`src/rtl/gray_pkg.sv`:
```
// Gray-code helpers shared by counters and gray-pointer FIFOs.
// Functions work on 32-bit vectors; callers zero-extend and truncate.
package gray_pkg;

    localparam int MAX_W = 32;

    function automatic logic [MAX_W-1:0] bin2gray(
        input logic [MAX_W-1:0] b
    );
        return b ^ (b >> 1);
    endfunction

    // Zero-extended upper bits stay zero, so this is valid for any width.
    function automatic logic [MAX_W-1:0] gray2bin(
        input logic [MAX_W-1:0] g
    );
        logic [MAX_W-1:0] b;
        b[MAX_W-1] = g[MAX_W-1];
        for (int i = MAX_W - 2; i >= 0; i--) begin
            b[i] = b[i+1] ^ g[i];
        end
        return b;
    endfunction

endpackage

```
`src/rtl/updown_step.sv`:
```
// Next binary value for an up/down counter with wrap or saturate limits.
// Ports: bin (current), dir (1=up), ce (enable) -> next, limit (wrap/blocked).
module updown_step #(
    parameter int W        = 4,
    parameter int SATURATE = 0
) (
    input  logic [W-1:0] bin,
    input  logic         dir,
    input  logic         ce,
    output logic [W-1:0] next,
    output logic         limit
);

    localparam logic [W-1:0] ONES = '1;
    localparam logic [W-1:0] ZERO = '0;

    always_comb begin
        next  = bin;
        limit = 1'b0;
        if (ce) begin
            if (dir) begin
                if (bin == ONES) begin
                    limit = 1'b1;
                    next  = (SATURATE != 0) ? bin : ZERO;
                end else begin
                    next = bin + W'(1);
                end
            end else begin
                if (bin == ZERO) begin
                    limit = 1'b1;
                    next  = (SATURATE != 0) ? bin : ONES;
                end else begin
                    next = bin - W'(1);
                end
            end
        end
    end

endmodule

```
`src/rtl/gray_updown_counter.sv`:
```
// Up/down counter with registered Gray output, binary mirror and tc event.
// Ports: clk, rst_n, ce, dir, load, load_val -> cnt (Gray), bin, tc_evt.
module gray_updown_counter
    import gray_pkg::*;
#(
    parameter int           W        = 4,
    parameter int           SATURATE = 0,
    parameter logic [W-1:0] INIT     = '0
) (
    input  logic         clk,
    input  logic         rst_n,
    input  logic         ce,
    input  logic         dir,
    input  logic         load,
    input  logic [W-1:0] load_val,
    output logic [W-1:0] cnt,
    output logic [W-1:0] bin,
    output logic         tc_evt
);

    localparam logic [W-1:0] INIT_G = W'(bin2gray(MAX_W'(INIT)));

    logic [W-1:0] next;
    logic         limit;
    logic [W-1:0] next_g;
    logic [W-1:0] load_g;

    updown_step #(
        .W        (W),
        .SATURATE (SATURATE)
    ) u_step (
        .bin   (bin),
        .dir   (dir),
        .ce    (ce),
        .next  (next),
        .limit (limit)
    );

    assign next_g = W'(bin2gray(MAX_W'(next)));
    assign load_g = W'(bin2gray(MAX_W'(load_val)));

    always_ff @(posedge clk or negedge rst_n) begin
        if (!rst_n) begin
            bin    <= INIT;
            cnt    <= INIT_G;
            tc_evt <= 1'b0;
        end else if (load) begin
            bin    <= load_val;
            cnt    <= load_g;
            tc_evt <= 1'b0;
        end else begin
            // With ce=0 the step module returns bin unchanged, limit=0.
            bin    <= next;
            cnt    <= next_g;
            tc_evt <= limit;
        end
    end

endmodule

```
`config.mk`:
```
export PLATFORM = sky130hd
export DESIGN_NAME = gray_updown_counter
export DESIGN_NICKNAME = d
export VERILOG_FILES = /design/src/rtl/gray_pkg.sv /design/src/rtl/updown_step.sv /design/src/rtl/gray_updown_counter.sv
export SDC_FILE = /design/constraint.sdc
export NUM_CORES = 1
export LEC_CHECK = 0
export ABC_CLOCK_PERIOD_IN_PS = 2100
export CAP_MARGIN = 15
export CORE_UTILIZATION = 44
export DETAILED_ROUTE_END_ITERATION = 10
export GPL_TIMING_DRIVEN = 0
export PLACE_DENSITY = 0.81
export SLEW_MARGIN = 20
export SYNTH_ARGS = -nofsm -noshare
export SYNTH_HDL_FRONTEND = slang
export SYNTH_HIERARCHICAL = 1
export SYNTH_SLANG_ARGS = --single-unit
```
`constraint.sdc`:
```
create_clock -name clk -period 2.1 [get_ports clk]
set_input_delay 0.42 -clock clk [delete_from_list [all_inputs] [get_ports clk]]
set_output_delay 0.42 -clock clk [all_outputs]
set_load 0.03 [all_outputs]
```
Word level (Yosys, flattened, before mapping)
Index checks and enable logic that the tools add are counted.
{"block": "op_classes", "n_shift": 0, "bitwise_logic": 2, "n_reduce_logical": 1, "muxes": 11, "n_addsub": 2, "div_mod_pow": 0, "magnitude_cmp": 0, "eq_ne": 1, "n_mul": 0}
{"op": "4-bit 2-to-1 mux", "count": 6}
{"op": "4-bit by 3-bit XOR with 4-bit output", "count": 2}
{"op": "1-bit 2-to-1 mux", "count": 5}
{"op": "4-bit by 1-bit adder with 4-bit output, second input constant", "count": 1}
{"op": "4-bit equality test, second input constant", "count": 1}
{"op": "4-bit zero test", "count": 1}
{"op": "4-bit by 1-bit subtractor with 4-bit output, second input constant", "count": 1}
{"block": "totals", "ram_bits": 0, "mem_bits_ro": 0, "inputBits": 9, "mem_count": 0, "regBits": 9, "latch_bits": 0}

Longest topological paths before layout
{"block": "logic_depth", "depth_word": 6, "depth_mapped": 8, "ltp_nobuf": 8}

Modules after synthesis
Netlist, hierarchy kept.
{"module": "gray_updown_counter", "seq_area_each_um2": 200.2, "instances": 1, "area_each_um2": 370.4, "cells_per_inst": 24}
{"module": "updown_step", "seq_area_each_um2": 0.0, "instances": 1, "area_each_um2": 209.0, "cells_per_inst": 31}

Worst setup path before layout
No wires, ideal clock.
{"block": "synth_timing", "path_type": "register to register", "from": "register bin[1]", "to": "register cnt[0]", "required_ps": 1974, "arrival_time_ps": 1770, "path_slack_ps": 204, "synth_period_minus_slack_ps": 1896, "setup_ps": 126, "n_path_buf": 0, "path_stages_with_launch": 9, "path_cell_list": "dfrtp_1 > inv_1 > ha_1 > or3b_1 > a21oi_1 > a21oi_1 > a21oi_1 > xnor2_1 > mux2i_1"}
{"block": "synth_between", "elab_chain_cells": 6, "elab_cells_between_ends": 10}
{"item": "start, declared", "line": "gray_updown_counter.sv:17", "text": "output logic [W-1:0] bin,"}
{"item": "start signal, assigned", "line": "gray_updown_counter.sv:48", "text": "bin <= load_val;"}
{"item": "start signal, assigned", "line": "gray_updown_counter.sv:53", "text": "bin <= next;"}
{"item": "4-bit equality test or 4-bit zero test (tied branches)", "line": "updown_step.sv:22, updown_step.sv:29"}
{"item": "4-bit 2-to-1 mux, on equally long branches", "line": "updown_step.sv:22, updown_step.sv:29"}
{"item": "4-bit 2-to-1 mux *", "line": "updown_step.sv:21", "text": "if (dir) begin"}
{"item": "4-bit 2-to-1 mux *", "line": "updown_step.sv:20", "text": "if (ce) begin"}
{"item": "via next[0]", "line": "gray_updown_counter.sv:23", "text": "logic [W-1:0] next;"}
{"item": "4-bit by 3-bit XOR with 4-bit output *", "line": "gray_pkg.sv:10", "text": "return b ^ (b >> 1);"}
{"item": "4-bit 2-to-1 mux *", "line": "gray_updown_counter.sv:47", "text": "end else if (load) begin"}
{"item": "end signal, assigned", "line": "gray_updown_counter.sv:49", "text": "cnt <= load_g;"}
{"item": "end signal, assigned", "line": "gray_updown_counter.sv:54", "text": "cnt <= next_g;"}
{"item": "end, declared", "line": "gray_updown_counter.sv:16", "text": "output logic [W-1:0] cnt,"}
The timed path passes the listed nets; every way through them passes the cells marked *.

==> reports/results.tsv <==
stage	metric	value	unit
critical_path	r2r_start	bin[1]$_DFF_PN0_	
critical_path	critPathSlowestCell	clkdlybuf4s50_1	
critical_path	cp-end-kind	output port	
clock_tree	clk_latency	0.26	ns
sta	relSlewSlack	0.7437	
placement	placed_cells	83	
drt	wl	1112	µm
clock_tree	numCtsBuffers	3	
die	core_area	0.001171	mm²
critical_path	crit_family	buffers and inverters	
finish	multiInputGateArea	334.1	µm²
critical_path	cp.arrival	1.54	ns
global_routing	track_usage	0.2025	
sta	finalMaxSlewViolations	0	
placement	dp_hpwl	849.9	µm
drt	viasPerCell	5.360	
sta	finalCritPeriodShare	0.9318	
finish	drive_gt1_frac	0.1667	
critical_path	reg2reg_slack	0.19	ns
power	p_comb_frac	0.493	
hold_path	hold_start	load	
sta	fin_skew	0.004770	ns
power	swShare	0.3779	
die	dieWidth	38.29	µm
clock_tree	cts_setup_buffers	0	
power	switchingPower	250.3	µW
drt	final_antenna_net_count	0	
placement	numPortBuffers	14	
placement	gp_congestion	0.8409	
finish	final-instance-count-excl-fill	86	
power	p_leak	0.0003335	µW
critical_path	crit_chain	buf_4 > clkdlybuf4s50_1	
clock_tree	cts_tree	done	
sta	holdWs	0.4108	ns
power	intPower	412.0	µW
drt	dr.first_iter.drc_count	11	
sta	clock.fmax	0.5111	GHz
global_routing	grt_max_degree	10	
global_routing	antenna_found_initial	0	
sta	rsz0062_at_grt	false	
finish	num-nets-final	85	
finish	synthToLayoutAreaGrowth	31.10	%
synth	ys_seq_elements	8	
power	pwr_density_cell	872.0	mW/mm²
clock_tree	cts_root_buf	clkbuf_4	
drt	vias	461	
clock_tree	cts_max_level	1	
die	initial_utilization	0.4947	
synth	synth_area	579.3	µm²
clock_tree	clk_path_buf_depth	2	
power	power.share.sequential	0.327	
sta	setup_viol	0	
die	die_area	0.001466	mm²
power	clkPwrFrac	0.180	
critical_path	reg2regPathDepth	8	
die	die_h	38.29	µm
hold_path	min_path_cells	2	
die	io_pins	18	
drt	wl_per_cell	12.93	µm
drt	drt_first_pass_iters	4	
finish	layout.area.seq	200.2	µm²
power	worst_ir_drop_vdd	0.4437	mV
synth	syn_inst	55	
synth	ys_seq_area_frac	0.3456	
clock_tree	cts_hold_buf	0	
synth	yosys.cell_types.count	27	
global_routing	grt_overflow	0	
finish	final.fill_count	113	
critical_path	startpoint_type	register	
sta	setup-tns-final	0	ns
die	rows	12	
drt	drc_errors	0	
critical_path	path_buf_inv	2	
clock_tree	clk_pin_slew	0.06	ns
clock_tree	cts.sinks	8	
critical_path	critPathRequiredTime	1.68	ns
critical_path	path_class	register to output port	
synth	syn_nets	66	
sta	fin_crit	1.957	ns
sta	worstMarginPinSlew	0.3817	ns
sta	hold_violations	0	
global_routing	grt_pass1_vias	432	
critical_path	slowest_delay	0.65	ns
critical_path	reg2reg_to	cnt[0]$_DFF_PN0_	
synth	syn_area_per_cell	10.53	µm²
synth	yosys_warnings	6	
hold_path	hold_class	input pin to register	
hold_path	hold_end	cnt[0]$_DFF_PN0_	
flow_run	max_cap_violations	0	
clock_tree	cts_resized	0	
global_routing	grt_pass1_wl	1952	µm
status	status	completed	
finish	diodes	0	
critical_path	worst-path-max-fanout	9	
## synth_stat cells (all sizes together)
master  count  share of area
dfrtp       8           0.35
xnor2       8           0.12
mux2        5           0.12
a21oi       4          0.035
mux2i       4          0.069
buf         3          0.052
inv         3          0.019
ha          2          0.043
nand2       2          0.013
nor2        2          0.013
o21ai       2          0.017
a32oi       1          0.015
and2        1          0.011
and2b       1          0.015
and3        1          0.011
clkbuf      1         0.0065
nand2b      1          0.011
nand3       1         0.0086
nand4b      1          0.015
nor4        1          0.011
o211a       1          0.017
o211ai      1          0.013
or3b        1          0.015
## cells in the final DEF, fill, tap and decap left out, types with 2 or more instances in the layout
cell	Yosys	layout
a21oi_1	4	4
buf_6	2	2
clkbuf_4	0	3
clkdlybuf4s50_1	0	14
dfrtp_1	8	8
ha_1	2	2
inv_1	2	2
mux2_4	4	4
mux2i_1	4	4
nand2_1	2	2
nor2_1	2	2
xnor2_1	8	8
## kinds of logic after synthesis
logic type,after synthesis,share of synthesized area
AOI/OAI and AO/OA,9,0.09719
xor gates and xnor gates,8,0.1210
adders and majority gates,2,0.04319
buffers and inverters,7,0.07775
DFF,8,0.3456
muxes,9,0.1922
and+or+nand+nor,12,0.1231
## how the worst max path moves through the flow
stage | cells past startpoint | slack, ns | start | end
4_1_cts | 2 | 0.14 | bin[3]$_DFF_PN0_ | cnt[3]
6_report | 2 | 0.14 | bin[3]$_DFF_PN0_ | cnt[3]
3_5_place_dp | 8 | 0.21 | bin[1]$_DFF_PN0_ | cnt[0]$_DFF_PN0_
2_1_floorplan | 8 | 0.20 | bin[1]$_DFF_PN0_ | cnt[0]$_DFF_PN0_
3_3_place_gp | 8 | 0.23 | bin[0]$_DFF_PN0_ | cnt[0]$_DFF_PN0_
5_1_grt | 8 | 0.02 | bin[1]$_DFF_PN0_ | cnt[0]$_DFF_PN0_
## per-stage QoR
stage	setup slack (ns)	cell area, µm²	utilization	total power [µW]
after CTS	0.1394	759.5	0.6485	668.9
after detailed placement	0.2130	737.0	0.6293	546.2
final	0.1433	759.5	0.6485	662.3
after floorplan	0.2041	579.3	-	433.9
after global routing	0.01912	759.5	0.6485	705.4
after global placement	0.2347	737.0	0.6293	536.8
## power by group through the flow
stage	Combinational [µW]	Sequential, µW	Clock (µW)
after floorplan	154	280	0
after global placement	319	218	0
after detailed placement	327	219	0
after CTS	328	216	125
after global routing	356	221	128
final	327	216	119
## sequential cells by signal, indices dropped and copies added (netlist names)
name / flops
cnt: 3
tc_evt: 1
bin: 4
## per-layer routing
metal,track usage,part of all wire,vias up
met2,0.3051,0.53,18
met1,0.2618,0.39,217
met5,0,0,-
met3,0.08721,0.068,2
li1,-,-,224
met4,0.05357,0.0090,0
## final cells by class
type                       instances  area share
multi-input combinational         40      0.4399
sequential                         8      0.2636
timing repair buffer              14      0.1845
buffer                             4     0.04448
clock buffer                       3     0.02965
tap                               14     0.02306
inverter                           3     0.01483
Note: power is estimated with default switching activity, not from simulation.
